===== src/rtl/branch_fb_queue.sv =====
// branch_fb_queue: in-order queue of predicted conditional branches awaiting resolution;
// emits registered predictor-training feedback. Define BRANCH_FB_QUEUE_STATS_EN for statistics counters.
`ifndef ADDR_WIDTH
`define ADDR_WIDTH 32
`endif

package mips_core_pkg;
    typedef enum logic { NOT_TAKEN = 1'b0, TAKEN = 1'b1 } BranchOutcome;
endpackage

module branch_fb_queue
    import mips_core_pkg::*;
#(
    parameter int DEPTH    = 4,
    parameter int GHR_BITS = 7
) (
    input  logic                      clk,
    input  logic                      rst_n,
    input  logic                      i_push_valid,
    input  logic [`ADDR_WIDTH-1:0]    i_push_pc,
    input  BranchOutcome              i_push_prediction,
    input  logic [GHR_BITS-1:0]       i_push_ghr,
    output logic                      o_push_ready,
    input  logic                      i_res_valid,
    input  BranchOutcome              i_res_outcome,
    input  logic                      i_flush,
    output logic                      o_fb_valid,
    output logic [`ADDR_WIDTH-1:0]    o_fb_pc,
    output BranchOutcome              o_fb_prediction,
    output BranchOutcome              o_fb_outcome,
    output logic [GHR_BITS-1:0]       o_fb_ghr,
    output logic                      o_mispredict,
    output logic [$clog2(DEPTH):0]    o_count,
    output logic                      o_empty,
`ifdef BRANCH_FB_QUEUE_STATS_EN
    output logic [31:0]               o_stat_resolved,
    output logic [31:0]               o_stat_mispredict,
`endif
    output logic                      o_underflow
);

    localparam int PW = $clog2(DEPTH);
    localparam int CW = PW + 1;

    logic [`ADDR_WIDTH-1:0] pc_mem   [DEPTH];
    BranchOutcome           pred_mem [DEPTH];
    logic [GHR_BITS-1:0]    ghr_mem  [DEPTH];

    logic [PW-1:0] head;
    logic [PW-1:0] tail;
    logic          do_pop;
    logic          do_push;
    logic          mis;

    assign o_push_ready = (o_count != CW'(DEPTH));
    assign o_empty      = (o_count == '0);

    // A correct resolve frees the head slot this cycle, so a push is taken even when full;
    // a mispredict squashes everything younger, including a same-cycle push.
    assign do_pop  = !i_flush && i_res_valid && !o_empty;
    assign mis     = do_pop && (pred_mem[head] != i_res_outcome);
    assign do_push = !i_flush && i_push_valid && !mis && (o_push_ready || do_pop);

    // NOTE: entry storage is deliberately not reset; head/tail/count decide which slots are live.
    always_ff @(posedge clk) begin
        if (do_push) begin
            pc_mem[tail]   <= i_push_pc;
            pred_mem[tail] <= i_push_prediction;
            ghr_mem[tail]  <= i_push_ghr;
        end
    end

    always_ff @(posedge clk or negedge rst_n) begin
        if (!rst_n) begin
            head            <= '0;
            tail            <= '0;
            o_count         <= '0;
            o_fb_valid      <= 1'b0;
            o_mispredict    <= 1'b0;
            o_underflow     <= 1'b0;
            o_fb_pc         <= '0;
            o_fb_ghr        <= '0;
            o_fb_prediction <= NOT_TAKEN;
            o_fb_outcome    <= NOT_TAKEN;
        end else if (i_flush) begin
            head         <= '0;
            tail         <= '0;
            o_count      <= '0;
            o_fb_valid   <= 1'b0;
            o_mispredict <= 1'b0;
        end else begin
            o_fb_valid   <= do_pop;
            o_mispredict <= mis;
            if (do_pop) begin
                o_fb_pc         <= pc_mem[head];
                o_fb_prediction <= pred_mem[head];
                o_fb_ghr        <= ghr_mem[head];
                o_fb_outcome    <= i_res_outcome;
            end
            if (i_res_valid && o_empty)
                o_underflow <= 1'b1;
            if (mis) begin
                head    <= tail;
                o_count <= '0;
            end else begin
                if (do_pop)
                    head <= head + PW'(1);
                if (do_push)
                    tail <= tail + PW'(1);
                case ({do_push, do_pop})
                    2'b10:   o_count <= o_count + CW'(1);
                    2'b01:   o_count <= o_count - CW'(1);
                    default: o_count <= o_count;
                endcase
            end
        end
    end

`ifdef BRANCH_FB_QUEUE_STATS_EN
    always_ff @(posedge clk or negedge rst_n) begin
        if (!rst_n) begin
            o_stat_resolved   <= '0;
            o_stat_mispredict <= '0;
        end else begin
            if (o_fb_valid && (o_stat_resolved != '1))
                o_stat_resolved <= o_stat_resolved + 32'd1;
            if (o_mispredict && (o_stat_mispredict != '1))
                o_stat_mispredict <= o_stat_mispredict + 32'd1;
        end
    end
`endif

endmodule

===== config.mk =====
export PLATFORM = sky130hd
export DESIGN_NAME = branch_fb_queue
export DESIGN_NICKNAME = d
export VERILOG_FILES = /design/src/rtl/branch_fb_queue.sv
export SDC_FILE = /design/constraint.sdc
export NUM_CORES = 1
export LEC_CHECK = 0
export ABC_AREA = 0
export BUFFER_PORTS_ARGS = -buffer_cell sky130_fd_sc_hd__buf_2
export CORE_MARGIN = 8
export CORE_UTILIZATION = 45
export CTS_CLUSTER_DIAMETER = 60
export CTS_CLUSTER_SIZE = 25
export DETAILED_ROUTE_END_ITERATION = 8
export SETUP_SLACK_MARGIN = 0.2
export SLEW_MARGIN = 20
export SYNTH_ARGS = -nofsm -noshare
export SYNTH_HDL_FRONTEND = slang
export SYNTH_SLANG_ARGS = --single-unit

===== constraint.sdc =====
create_clock -name clk -period 3.4 [get_ports clk]
set_input_delay 0.68 -clock clk [delete_from_list [all_inputs] [get_ports clk]]
set_output_delay 0.68 -clock clk [all_outputs]
set_load 0.01 [all_outputs]

# Word-level counts from Yosys, hierarchy flattened
# Memories as Yosys holds them, arrays and structs flattened. A register that Yosys moved wholly into a read port is not among the register bits.
# Index checks and enable logic that the tools add are counted.
[classes]
eq_ne = 5
bitwise = 1
muxes = 13
reduce_logical = 20
addsub = 4
[op_table]
columns = ["cell", "n"]
rows = [
  ["two-way mux 2 bit", 6],
  ["logical AND 1 bit", 7],
  ["two-way mux 3 bit", 2],
  ["one-hot mux 3 bit (2 select lines)", 1],
  ["AND reduction 2 bit", 3],
  ["logical NOT 1 bit", 5],
  ["adder 2 x 1 -> 2 bit, second input constant", 2],
  ["two-way mux 1 bit", 4],
  ["nonzero test 4 bit", 1],
  ["adder 3 x 1 -> 3 bit, second input constant", 1],
  ["logical NOT 3 bit", 1],
  ["inequality test 3 bit, second input constant", 1],
  ["nonzero test 3 bit", 1],
  ["subtractor 3 x 1 -> 3 bit, second input constant", 1],
  ["equality test 2 x 1 -> 1 bit, second input constant", 1],
  ["equality test 2 bit, second input constant", 1],
  ["inequality test 2 bit, second input constant", 1],
  ["nonzero test 2 bit", 1],
  ["logical OR 1 bit", 1],
  ["inequality test 1 bit", 1],
  ["NOT 1 bit", 1],
]
[totals]
mem_count = 3
output_inout_bits = 49
ff_bits = 12
ramBits = 160
[mem_list]
columns = ["name", "words", "word_bits", "read_ports", "rd_ports_with_merged_regs", "write_ports", "line_no", "text"]
rows = [
  ["pc_mem", 4, 32, 1, 1, 1, "45", "logic [`ADDR_WIDTH-1:0] pc_mem [DEPTH];"],
  ["ghr_mem", 4, 7, 1, 1, 1, "47", "logic [GHR_BITS-1:0] ghr_mem [DEPTH];"],
  ["pred_mem", 4, 1, 1, 0, 1, "46", "BranchOutcome pred_mem [DEPTH];"],
]

# Logic depth before layout (Yosys ltp)
# Gate-level depths: netlist (run 1).
[depth]
word_depth = 11
ltp_mapped = 12

# Least setup slack after synthesis (run 1)
# Ideal clock, no wire load.
[synth_timing]
kind = "input to register"
start = "in i_res_outcome"
end = "mem ghr_mem[1][0] (enable)"
slack_ns = 0.574
path_stages = 4
arrival_ns = 2.425
path_buffers = 0
setup_time_ns = 0.401
cell_sequence = "nand2b_1 > mux2_4 > a311oi_2 > and2_1"
[synth_via]
elab_chain_len = 7
[synth_rtl]
columns = ["element", "line_no", "text"]
rows = [
  ["start: declaration", "25", "input BranchOutcome i_res_outcome,"],
  ["inequality test 1 bit", "61", "assign mis = do_pop && (pred_mem[head] != i_res_outcome);"],
  ["logical AND 1 bit", "61", ""],
  ["logical NOT 1 bit", "62", "assign do_push = !i_flush && i_push_valid && !mis && (o_push_ready || do_pop);"],
  ["logical AND 1 bit (2 in series)", "62", ""],
  ["two-way mux 1 bit", "66", "if (do_push) begin"],
  ["two-way mux 1 bit (implied by the code)", "69", "ghr_mem[tail] <= i_push_ghr;"],
  ["end: declaration", "47", ""],
]
# No other way between the ends.

# Worst setup path in the final report (run 1)
[layout_timing]
start = "reg head[1]"
end = "reg o_count[2]"
[layout_via]
elab_chain_len = 10
elab_cells_between_ends = 12
cone_classes = "eq/ne (3); mux (3); reduce/logical (5); memory (1)"
[layout_rtl]
columns = ["element", "line_no", "text"]
rows = [
  ["start: declaration", "49", "logic [PW-1:0] head;"],
  ["start signal: assignment", "103", "head <= tail;"],
  ["start signal: assignment", "107", "head <= head + PW'(1);"],
  ["memory (4 x 1 bit) *", "-", ""],
  ["inequality test 1 bit *", "61", ""],
  ["logical AND 1 bit *", "61", ""],
  ["logical NOT 1 bit", "62", ""],
  ["logical AND 1 bit (2 in series)", "62", ""],
  ["equality test 2 x 1 -> 1 bit / equality test 2 bit (equally long branches)", "110", "case ({do_push, do_pop})"],
  ["one-hot mux 3 bit (2 select lines)", "110", ""],
  ["two-way mux 3 bit", "102", "if (mis) begin"],
  ["two-way mux 3 bit", "85", "end else if (i_flush) begin"],
  ["end signal: assignment", "111", "2'b10: o_count <= o_count + CW'(1);"],
  ["end signal: assignment", "112", "2'b01: o_count <= o_count - CW'(1);"],
  ["end signal: assignment", "113", "default: o_count <= o_count;"],
  ["end: declaration", "33", "output logic [$clog2(DEPTH):0] o_count,"],
]
# Every way passes the cells marked *; elsewhere a longest branch is shown, timed or not.
# A chain may end at the register's enable or synchronous reset.

==> summary.md, run 1 <==
| Metric | Value |
|---|---|
| Status | finished, final reports clean |
| Setup CP Type | reg2reg |
| GR Util All Layers | 0.140 |
| CTS tree | yes |
| Post-CTS Hold Buffers | 0 |
| GR Overflow Total | 0 |
| Post-DRT Antenna Nets | 0 |
| Clk sinks | 211 |
| Die width | 149 microns |
| Unrepaired setup endpoints after global routing | no |
| Avg Inst Size Synth | 17.8 sq um |
| Tmin final | 2710 ps |
| Share of cells above drive strength 1 | 0.330 |
| Ys Warns | 0 |
| CP Data Arrival Time | roughly 3000 ps |
| Num CTS Buffers | 14 |
| Core area | 17400 sq um |
| PwrDens | 638 nW/um^2 |
| Worst-skew pair later-pin latency | about 470 ps |
| CTS Root Cell | clkbuf_16 |
| Count of cell types in the netlist | 37 |
| # IOs | 95 |
| Family with the most delay on the worst path | multiplexers |
| CP Launch Type | flop |
| Flops & latches, synth | about 210 |
| Pwr Total | between 5 and 6 mW |
| Dominant cell type by area after synthesis | edfxtp_1 |
| Die Y | 149 microns |
| Critical Path RT | 3750 ps |
| Commonest non-fill, non-tap cells in the layout | 160 x edfxtp_1, 122 x nand2_1, 94 x buf_2 |
| Gpl congestion | 0.715 |
| Mapped Cells | around 450 |
| Die area | 22300 sq um |
| Sequential fraction of the synthesis area | 0.759 |
| WHS | 364 ps |
| Fillers | 1403 |
| Worst IR drop on VDD | 0.330 mV |
| DRT Wirelength | 15300 microns |
| Commonest non-fill, non-tap cell in the layout | edfxtp_1 |
| Slowest cell delay on critical path | 430 ps |
| Fmax | approximately 370 MHz |
| DP Wirelength | 9600 microns |
| CP Max Fanout | 6 |
| Critical Path, Cell by Cell | mux2i_1 -> mux2_4 -> a311oi_2 -> inv_1 -> ha_1 -> fa_1 -> xnor2_1 -> nor2_1 -> xnor2_1 -> nor3_2 |
| First-pass GRT wire length | 24100 microns |
| Worst-Margin Slew | 964 ps |
| Maxcap violations | 0 |
| Synth top area cells | edfxtp_1 60%, dfrtp_1 16%, mux4_2 11% |
| Clock slew at reported path FFs | around 90 ps |
| Layout overhead on the synthesized area | 15.3% |
| Maximum buffer depth of the clock tree | 3 |
| Worst Hold Class | in2async |
| CP dominant cell by count | xnor2_1 |
| Initial antenna violation count | 1 |
| Lkg Pwr | 3.50 nW |
| Largest net degree at the start of global routing | 48 |
| DRT Pass-1 Iters | 4 |
| WL/cell | 19.6 microns |
| CP max stage cell | dfrtp_2 |
| Period utilization | 0.798 |
| First-iteration detailed-routing DRC count | 192 |
| Row cnt | 48 |
| Routed vias | 4031 |
| Final setup violation count | 0 |
| Synth top area share | 0.600 |
| Crit. End Element | flop |
| Post-cts resize count | 0 |
| Setup repair bufs after CTS | 0 |
| Syn Std Cell Area | 8010 sq um |
| Max-slew headroom | 0.357 |
| Buf/Inv on CP | 1 |
| DRC | 0 |
| Final hold vios | 0 |
| CTS HTree Levels | 1 |
| Syn Nets | a little over 500 |
| I/O Buffers | 94 |
| Skew final | 14.8 ps |
| Initial core utilization | 0.461 |
| Vias per inst | 5.14 |
| Slew Viols, Final | 0 |
| Net count, final | 601 |
| Vias in the first global route | 4387 |
| Fin Setup TNS | 0 ps |
==> registers in the layout (all words and copies together), names as in the netlist <==
name,count
o_mispredict,1
o_underflow,1
tail,2
o_fb_valid,1
pc_mem,128
o_count,3
ghr_mem,28
o_fb_pc,32
o_fb_ghr,7
head,2
pred_mem,4
o_fb_outcome,1
o_fb_prediction,1
==> final cells by class <==
type                       instances  area [sq um]  area share
tap                              225           282      0.0305
multi-input combinational        213          1810       0.196
timing repair buffer             104           596      0.0645
inverter                           5          18.8     0.00203
sequential                       211          6090       0.659
clock inverter                     8          60.1     0.00650
antenna                            2          5.00    0.000542
clock buffer                      16           379      0.0411
==> layer usage <==
metal / share of wire / wire, microns / GRT usage / up-vias
met4: 0.013 / 207 / 0.0434 / 0
met2: 0.52 / 8030 / 0.248 / 89
met3: 0.046 / 713 / 0.0221 / 15
met5: 0 / 0 / 0 / -
met1: 0.42 / 6400 / 0.172 / 2062
li1: - / - / - / 1865
==> Yosys cell counts (all sizes together) <==
cell type	instances
edfxtp	160
nand2	122
dfrtp	51
mux4	39
buf	13
clkbuf	9
and2	5
ha	5
inv	5
mux2i	4
nand2b	4
nor3	4
nand3b	3
o21ai	3
xnor2	3
mux2	2
nand3	2
nand4	2
nor2	2
nor2b	2
a21boi	1
a21o	1
a311o	1
a311oi	1
and3	1
fa	1
o211ai	1
o221ai	1
or3	1
or3b	1
xor2	1
==> worst register-to-register path: cells and delay by family, from the launching register on <==
| family | cells | cell delay [ps] |
|---|---|---|
| AO/OA/AOI/OAI | 1 | 350 |
| XOR/XNOR | 2 | 270 |
| multiplexers | 2 | 670 |
| AND/OR/NAND/NOR | 2 | 160 |
| flip-flops | 1 | 430 |
| adder cells (fa/ha/maj) | 2 | 620 |
| buffers and inverters | 1 | 80 |
==> per-stage QoR <==
stage / area, sq um / setup slack, ps / cells / util
global placement: 8790 / 516 / 758 / 0.506
CTS: 9230 / 659 / 782 / 0.532
detailed placement: 8790 / 483 / 758 / 0.506
global route: 9230 / 487 / 783 / 0.532
finish: 9230 / 687 / 784 / 0.532
floorplan: 8010 / 574 / 451 / -
==> final timing paths <==
check,start,end,slack [ps],cells past startpoint
worst max-delay path,head[1],o_count[2],690,10
worst min-delay path,rst_n,head[1],360,1
worst max register to register,head[1],o_count[2],690,10
worst min register to register,o_fb_pc[11],o_fb_pc[11],470,2
max in group asynchronous,rst_n,o_fb_pc[19],2260,2
min in group clk,i_push_pc[23],pc_mem[0][23],420,1
==> where the power goes <==
group	total [mW]	leakage [nW]	internal [mW]	switching [mW]
logic	0.959	1.20	0.418	0.542
clock network	1.67	0.208	0.827	0.847
registers	3.25	2.09	3.09	0.162
total	5.89	3.50	4.34	1.55
==> cell families (layout without fill, tap and decap cells) <==
logic type                 after synthesis  after routing  synth area share
AOI/OAI and AO/OA                        9              9            0.0100
other                                    0              2                 0
xor gates and xnor gates                 4              4           0.00438
muxes                                   45             45             0.120
adders and majority gates                6              6            0.0103
buffers and inverters                   27            133            0.0161
DFF                                    211            211             0.759
and+or+nand+nor                        149            149            0.0800
Power figures use the tool's default switching activity.
==> inputs of run 2 (changes only) <==
==> constraint.sdc (replaced) <==
create_clock -name clk -period 2.6 [get_ports clk]
set_input_delay 0.52 -clock clk [delete_from_list [all_inputs] [get_ports clk]]
set_output_delay 0.52 -clock clk [all_outputs]
set_load 0.01 [all_outputs]
==> summary.md, run 2 (synthesis results as in run 1) <==
| Metric | Value |
|---|---|
| Total area of sequential cells | 6090 sq um |
| Gpl congestion | ~0.74 |
| CTS tree | yes |
| Period utilization | 0.938 |
| Critical Path, Cell by Cell | buf_12 -> mux2i_4 -> mux2i_4 -> a311oi_2 -> inv_1 -> ha_4 -> fa_2 -> xnor2_1 -> nor2_1 -> xnor2_1 -> nor3_2 |
| Vias in the first global route | around 4500 |
| First-iteration detailed-routing DRC count | 262 |
| DP Area | a little under 9000 sq um |
| Lkg Pwr | approximately 3.6 nW |
| Worst-skew pair later-pin latency | about 470 ps |
| Clock slew at reported path FFs | 90 ps |
| Die Y | ~150 microns |
| Initial antenna violation count | 2 |
| Skew final | 23.3 ps |
| WL/cell | between 15 and 20 microns |
| Vias per inst | 5.15 |
| Fillers | 1408 |
| Clk sinks | 211 |
| Biggest regs | pc_mem (128), o_fb_pc (32), ghr_mem (28) |
| Commonest non-fill, non-tap cell in the layout | edfxtp_1 |
| Final setup violation count | 0 |
| Setup CP Type | reg2reg |
| CP Data Arrival Time | 2780 ps |
| Final hold vios | 0 |
| Die area | 22300 sq um |
| Num CTS Buffers | 14 |
| Crit. End Element | flop |
| Max-slew headroom | 0.425 |
| I/O Buffers | 94 |
| Routed vias | 4127 |
| Largest register FFs | 128 |
| CTS Root Cell | clkbuf_16 |
| CP Max Fanout | 2 |
| GR Overflow Total | 0 |
| Fin Setup TNS | 0 ps |
| Layout overhead on the synthesized area | 18.3% |
| DRC | 0 |
| DRT Pass-1 Iters | 4 |
| Slowest cell delay on critical path | 440 ps |
| Register bank with the most flops | pc_mem |
| Tmin final | about 2400 ps |
| Initial core utilization | 0.461 |
| DP Wirelength | 9940 microns |
| Net count, final | 620 |
| Unrepaired setup endpoints after global routing | yes |
| CP max stage cell | dfrtp_2 |
| Fmax | between 400 and 500 MHz |
| Status | finished, final reports clean |
| # IOs | 95 |
| GR Util All Layers | 0.145 |
| Largest net degree at the start of global routing | between 40 and 50 |
| Multi-input combinational cell area | roughly 1800 sq um |
| First-pass GRT wire length | 25000 microns |
| Reg2reg setup slack | 160 ps |
| CP Launch Type | flop |
| Maxcap violations | 0 |
| Maximum buffer depth of the clock tree | 3 |
| Core area | approximately 17000 sq um |
| Slew Viols, Final | 0 |
| Share of cells above drive strength 1 | 0.365 |
| Design area | 9480 sq um |
| Commonest non-fill, non-tap cells in the layout | 160 x edfxtp_1, 122 x nand2_1, 94 x buf_2 |
| Die width | 149 microns |
| DRT Wirelength | 15800 microns |
| Worst Hold Class | in2async |
| CTS HTree Levels | 1 |
| PwrDens | 836 nW/um^2 |
| Worst-Margin Slew | 862 ps |
| Critical Path RT | 2950 ps |
| Antenna fix cells | 0 |
| Row cnt | between 40 and 50 |
| Worst IR drop on VDD | 0.490 mV |
| Post-DRT Antenna Nets | 0 |
==> run 2: cell count changes in the layout (fill, tap and decap cells not counted), moves of 2 or more <==
cell | previous run | this run
clkinv_1 | 2 | 0
bufinv_16 | 0 | 2
dfrtp_2 | 1 | 4
buf_4 | 6 | 22
diode_2 | 2 | 0
dfrtp_1 | 49 | 46
buf_6 | 0 | 2
==> run 2: critical path: cells and delay by family, from the launching register on <==
kind | cells | cell delay [ps]
buf+inv | 2 | 250
compound gates | 1 | 310
simple gates | 2 | 160
xor+xnor | 2 | 280
flops | 1 | 440
mux | 2 | 390
fa+ha+maj | 2 | 510
==> run 2: layout make-up <==
| cell class | count | share of cell area |
|---|---|---|
| clock buffer | 17 | 0.0404 |
| clock inverter | 7 | 0.0104 |
| inverter | 5 | 0.00198 |
| multi-input combinational | 213 | 0.195 |
| sequential | 211 | 0.643 |
| tap | 225 | 0.0297 |
| timing repair buffer | 123 | 0.0800 |
==> run 2: metal layers <==
metal,vias to the layer above,share of wire,track usage
met5,-,0.0013,0
met4,4,0.012,0.0313
met3,19,0.065,0.0279
met2,97,0.49,0.245
met1,2106,0.43,0.192
li1,1901,-,-
==> run 2: where the power goes <==
group	internal [mW]	leakage [nW]	total (mW)	switching, mW
registers	4.04	2.09	4.25	0.202
logic	0.583	1.31	1.32	0.737
clock network	1.27	0.232	2.35	1.08
total	5.90	3.63	7.92	2.02
==> run 2: timing repair <==
action / CTS / global route
pin swaps: 3 / 2
resized for setup: 2 / 5
gates cloned: 0 / 0
endpoints found under the hold margin: 0 / 0
setup buffers: 6 / 0
setup endpoints to repair: 1 / 63
hold buffers: 0 / 0
==> run 2: metrics by stage <==
step	utilization	power (mW)	worst slack [ps]	hold slack, ps	std cells
after global placement	0.513	5.64	70.4	440	771
after CTS	0.545	8.02	179	184	801
after floorplan	-	5.03	132	224	451
after global routing	0.546	8.32	17.9	208	801
final	0.546	7.92	162	160	801
after detailed placement	0.513	5.66	28.1	452	771
==> run 2: final timing paths <==
| path | cells past startpoint | startpoint | endpoint |
|---|---|---|---|
| hold reg to reg | 2 | o_fb_pc[9] | o_fb_pc[9] |
| hold / removal | 1 | rst_n | o_fb_ghr[1] |
| setup reg to reg | 11 | head[1] | o_count[2] |
| setup / recovery | 11 | head[1] | o_count[2] |
| max in group asynchronous | 2 | rst_n | o_fb_pc[4] |
| min in group clk | 1 | i_push_ghr[2] | ghr_mem[0][2] |
==> inputs of run 3 (changes only) <==
--- a/config.mk
+++ b/config.mk
@@ -6,12 +6,12 @@
 export NUM_CORES = 1
 export LEC_CHECK = 0
 export ABC_AREA = 0
-export BUFFER_PORTS_ARGS = -buffer_cell sky130_fd_sc_hd__buf_2
 export CORE_MARGIN = 8
 export CORE_UTILIZATION = 45
 export CTS_CLUSTER_DIAMETER = 60
 export CTS_CLUSTER_SIZE = 25
 export DETAILED_ROUTE_END_ITERATION = 8
+export DONT_BUFFER_PORTS = 1
 export SETUP_SLACK_MARGIN = 0.2
 export SLEW_MARGIN = 20
 export SYNTH_ARGS = -nofsm -noshare
==> summary.md, run 3 (synthesis results as in run 1) <==
| Metric | Value |
|---|---|
| Critical Path RT | roughly 2900 ps |
| Net count, final | 522 |
| CP Max Fanout | 4 |
| Commonest non-fill, non-tap cell in the layout | edfxtp_1 |
| CTS tree | yes |
| Fmax | 407 MHz |
| I/O Buffers | 0 |
| Register bank with the most flops | pc_mem |
| Worst IR drop on VDD | 0.511 mV |
| Crit. End Element | flop |
| First-pass GRT wire length | 23900 microns |
| Cells after DPL | 671 |
| Initial antenna violation count | 0 |
| Clk sinks | around 210 |
| Die Y | between 100 and 150 microns |
| Largest net degree at the start of global routing | 52 |
| Num CTS Buffers | 15 |
| Gpl congestion | 0.714 |
| Worst-Margin Slew | about 610 ps |
| CTS HTree Levels | 1 |
| # IOs | 95 |
| Final hold vios | 0 |
| Post-DRT Antenna Nets | 0 |
| DRT Wirelength | 15400 microns |
| Worst-skew pair later-pin latency | 470 ps |
| Max-slew headroom | 0.591 |
| Reg2reg setup slack | 140 ps |
| Antenna fix cells | 0 |
| R2R cell count | 10 |
| Row cnt | 48 |
| Clock slew at reported path FFs | 80 ps |
| Final setup violation count | 0 |
| Tmin final | 2460 ps |
| Reg2Reg Capture Point | o_count[2] |
| Pwr Total | 7.66 mW |
| Setup crit start | head[1] |
| DRC | 0 |
| Vias in the first global route | approximately 4100 |
| Status | finished, final reports clean |
| CP Launch Type | flop |
| Setup CP Type | reg2reg |
| Vias per inst | 5.29 |
| PwrDens | 850 nW/um^2 |
| Skew final | 14.2 ps |
| Die area | 22300 sq um |
| WL/cell | ~22 microns |
| Unrepaired setup endpoints after global routing | yes |
| Biggest regs | pc_mem (128), o_fb_pc (32), ghr_mem (28) |
| GR Overflow Total | 0 |
| Fin Setup TNS | 0 ps |
| Maxcap violations | 0 |
| HP Start | i_flush |
| Fillers | 1438 |
| DRT Pass-1 Iters | 4 |
| Largest register FFs | 128 |
| Lkg Pwr | roughly 3.2 nW |
| Routed vias | 3716 |
| GR Util All Layers | 0.140 |
| CP Data Arrival Time | 2800 ps |
| Core area | about 17000 sq um |
| Reg-to-reg startpoint | head[1] |
| Hold Path Cell Cnt | 1 |
| Layout overhead on the synthesized area | 12.5% |
| Initial core utilization | 0.461 |
| First-iteration detailed-routing DRC count | between 150 and 200 |
| Period utilization | 0.946 |
| Layout Cells excl Fill | 703 |
| Maximum buffer depth of the clock tree | 3 |
| Worst Hold Class | in2reg |
| Die width | approximately 150 microns |
| Commonest non-fill, non-tap cells in the layout | 160 x edfxtp_1, 122 x nand2_1, 47 x dfrtp_1 |
| CTS Root Cell | clkbuf_16 |
| DP Wirelength | 9350 microns |
| Share of cells above drive strength 1 | 0.232 |
| Worst hold endpoint | o_count[1] |
| Slew Viols, Final | 0 |
[run 3: area by class of cell]
class                           instances  area [sq um]  area share
Tap cell                              225           282      0.0312
Clock buffer                           18           397      0.0440
Inverter                                5          18.8     0.00208
Sequential cell                       211          6090       0.676
Multi-Input combinational cell        213          1870       0.207
Clock inverter                          7           108      0.0119
Timing Repair Buffer                   24           248      0.0275
[run 3: metal layers]
layer	global-route usage	share of wire	wire length, microns	up-vias
li1	-	-	-	1704
met1	0.175	0.41	6350	1906
met2	0.237	0.50	7710	86
met3	0.0407	0.072	1110	20
met4	0.0303	0.017	268	0
met5	0	0	0	-
[run 3: worst max-delay path, stage by stage, from the launching register on]
cell,delay [ps]
dfrtp_2,430
mux2i_2,270
mux2_4,340
a311oi_4,250
inv_2,80
ha_4,170
fa_2,330
xnor2_1,130
nor2_1,120
xnor2_1,140
nor3_2,50
[run 3: worst max path at each step]
stage / end / slack [ps] / depth (start not counted)
6_report: o_count[2] / 140 / 10
5_1_grt: o_count[2] / 30 / 10
4_1_cts: o_count[2] / 80 / 10
3_5_place_dp: o_count[2] / 5 / 10
3_3_place_gp: o_count[2] / 110 / 10
2_1_floorplan: o_count[2] / 130 / 12
[run 3: through the flow]
| stage | worst slack [ps] | hold WS (ps) | area (sq um) | util |
|---|---|---|---|---|
| 2_1_floorplan | 132 | 224 | 8040 | - |
| 3_3_place_gp | 109 | 226 | 8380 | 0.483 |
| 3_5_place_dp | 5.40 | 226 | 8380 | 0.483 |
| 4_1_cts | 77.1 | 93.3 | 8980 | 0.517 |
| 5_1_grt | 28.1 | 84.6 | 9010 | 0.519 |
| 6_report | 141 | 106 | 9010 | 0.519 |
[run 3: repair_timing]
action / CTS / global route
endpoints found under the hold margin: 51 / 0
gates resized for setup: 6 / 5
setup buffers: 4 / 1
gates cloned: 0 / 0
endpoints found under the setup margin: 90 / 28
pin swaps: 1 / 2
hold buffers: 2 / 0
[run 3: power breakdown]
| group | switching, mW | internal (mW) | total (mW) | leakage (nW) |
|---|---|---|---|---|
| Clock | 1.19 | 1.25 | 2.43 | 0.247 |
| Combinational | 0.413 | 0.347 | 0.760 | 0.894 |
| Sequential | 0.419 | 4.05 | 4.47 | 2.09 |
| Total | 2.02 | 5.64 | 7.66 | 3.23 |
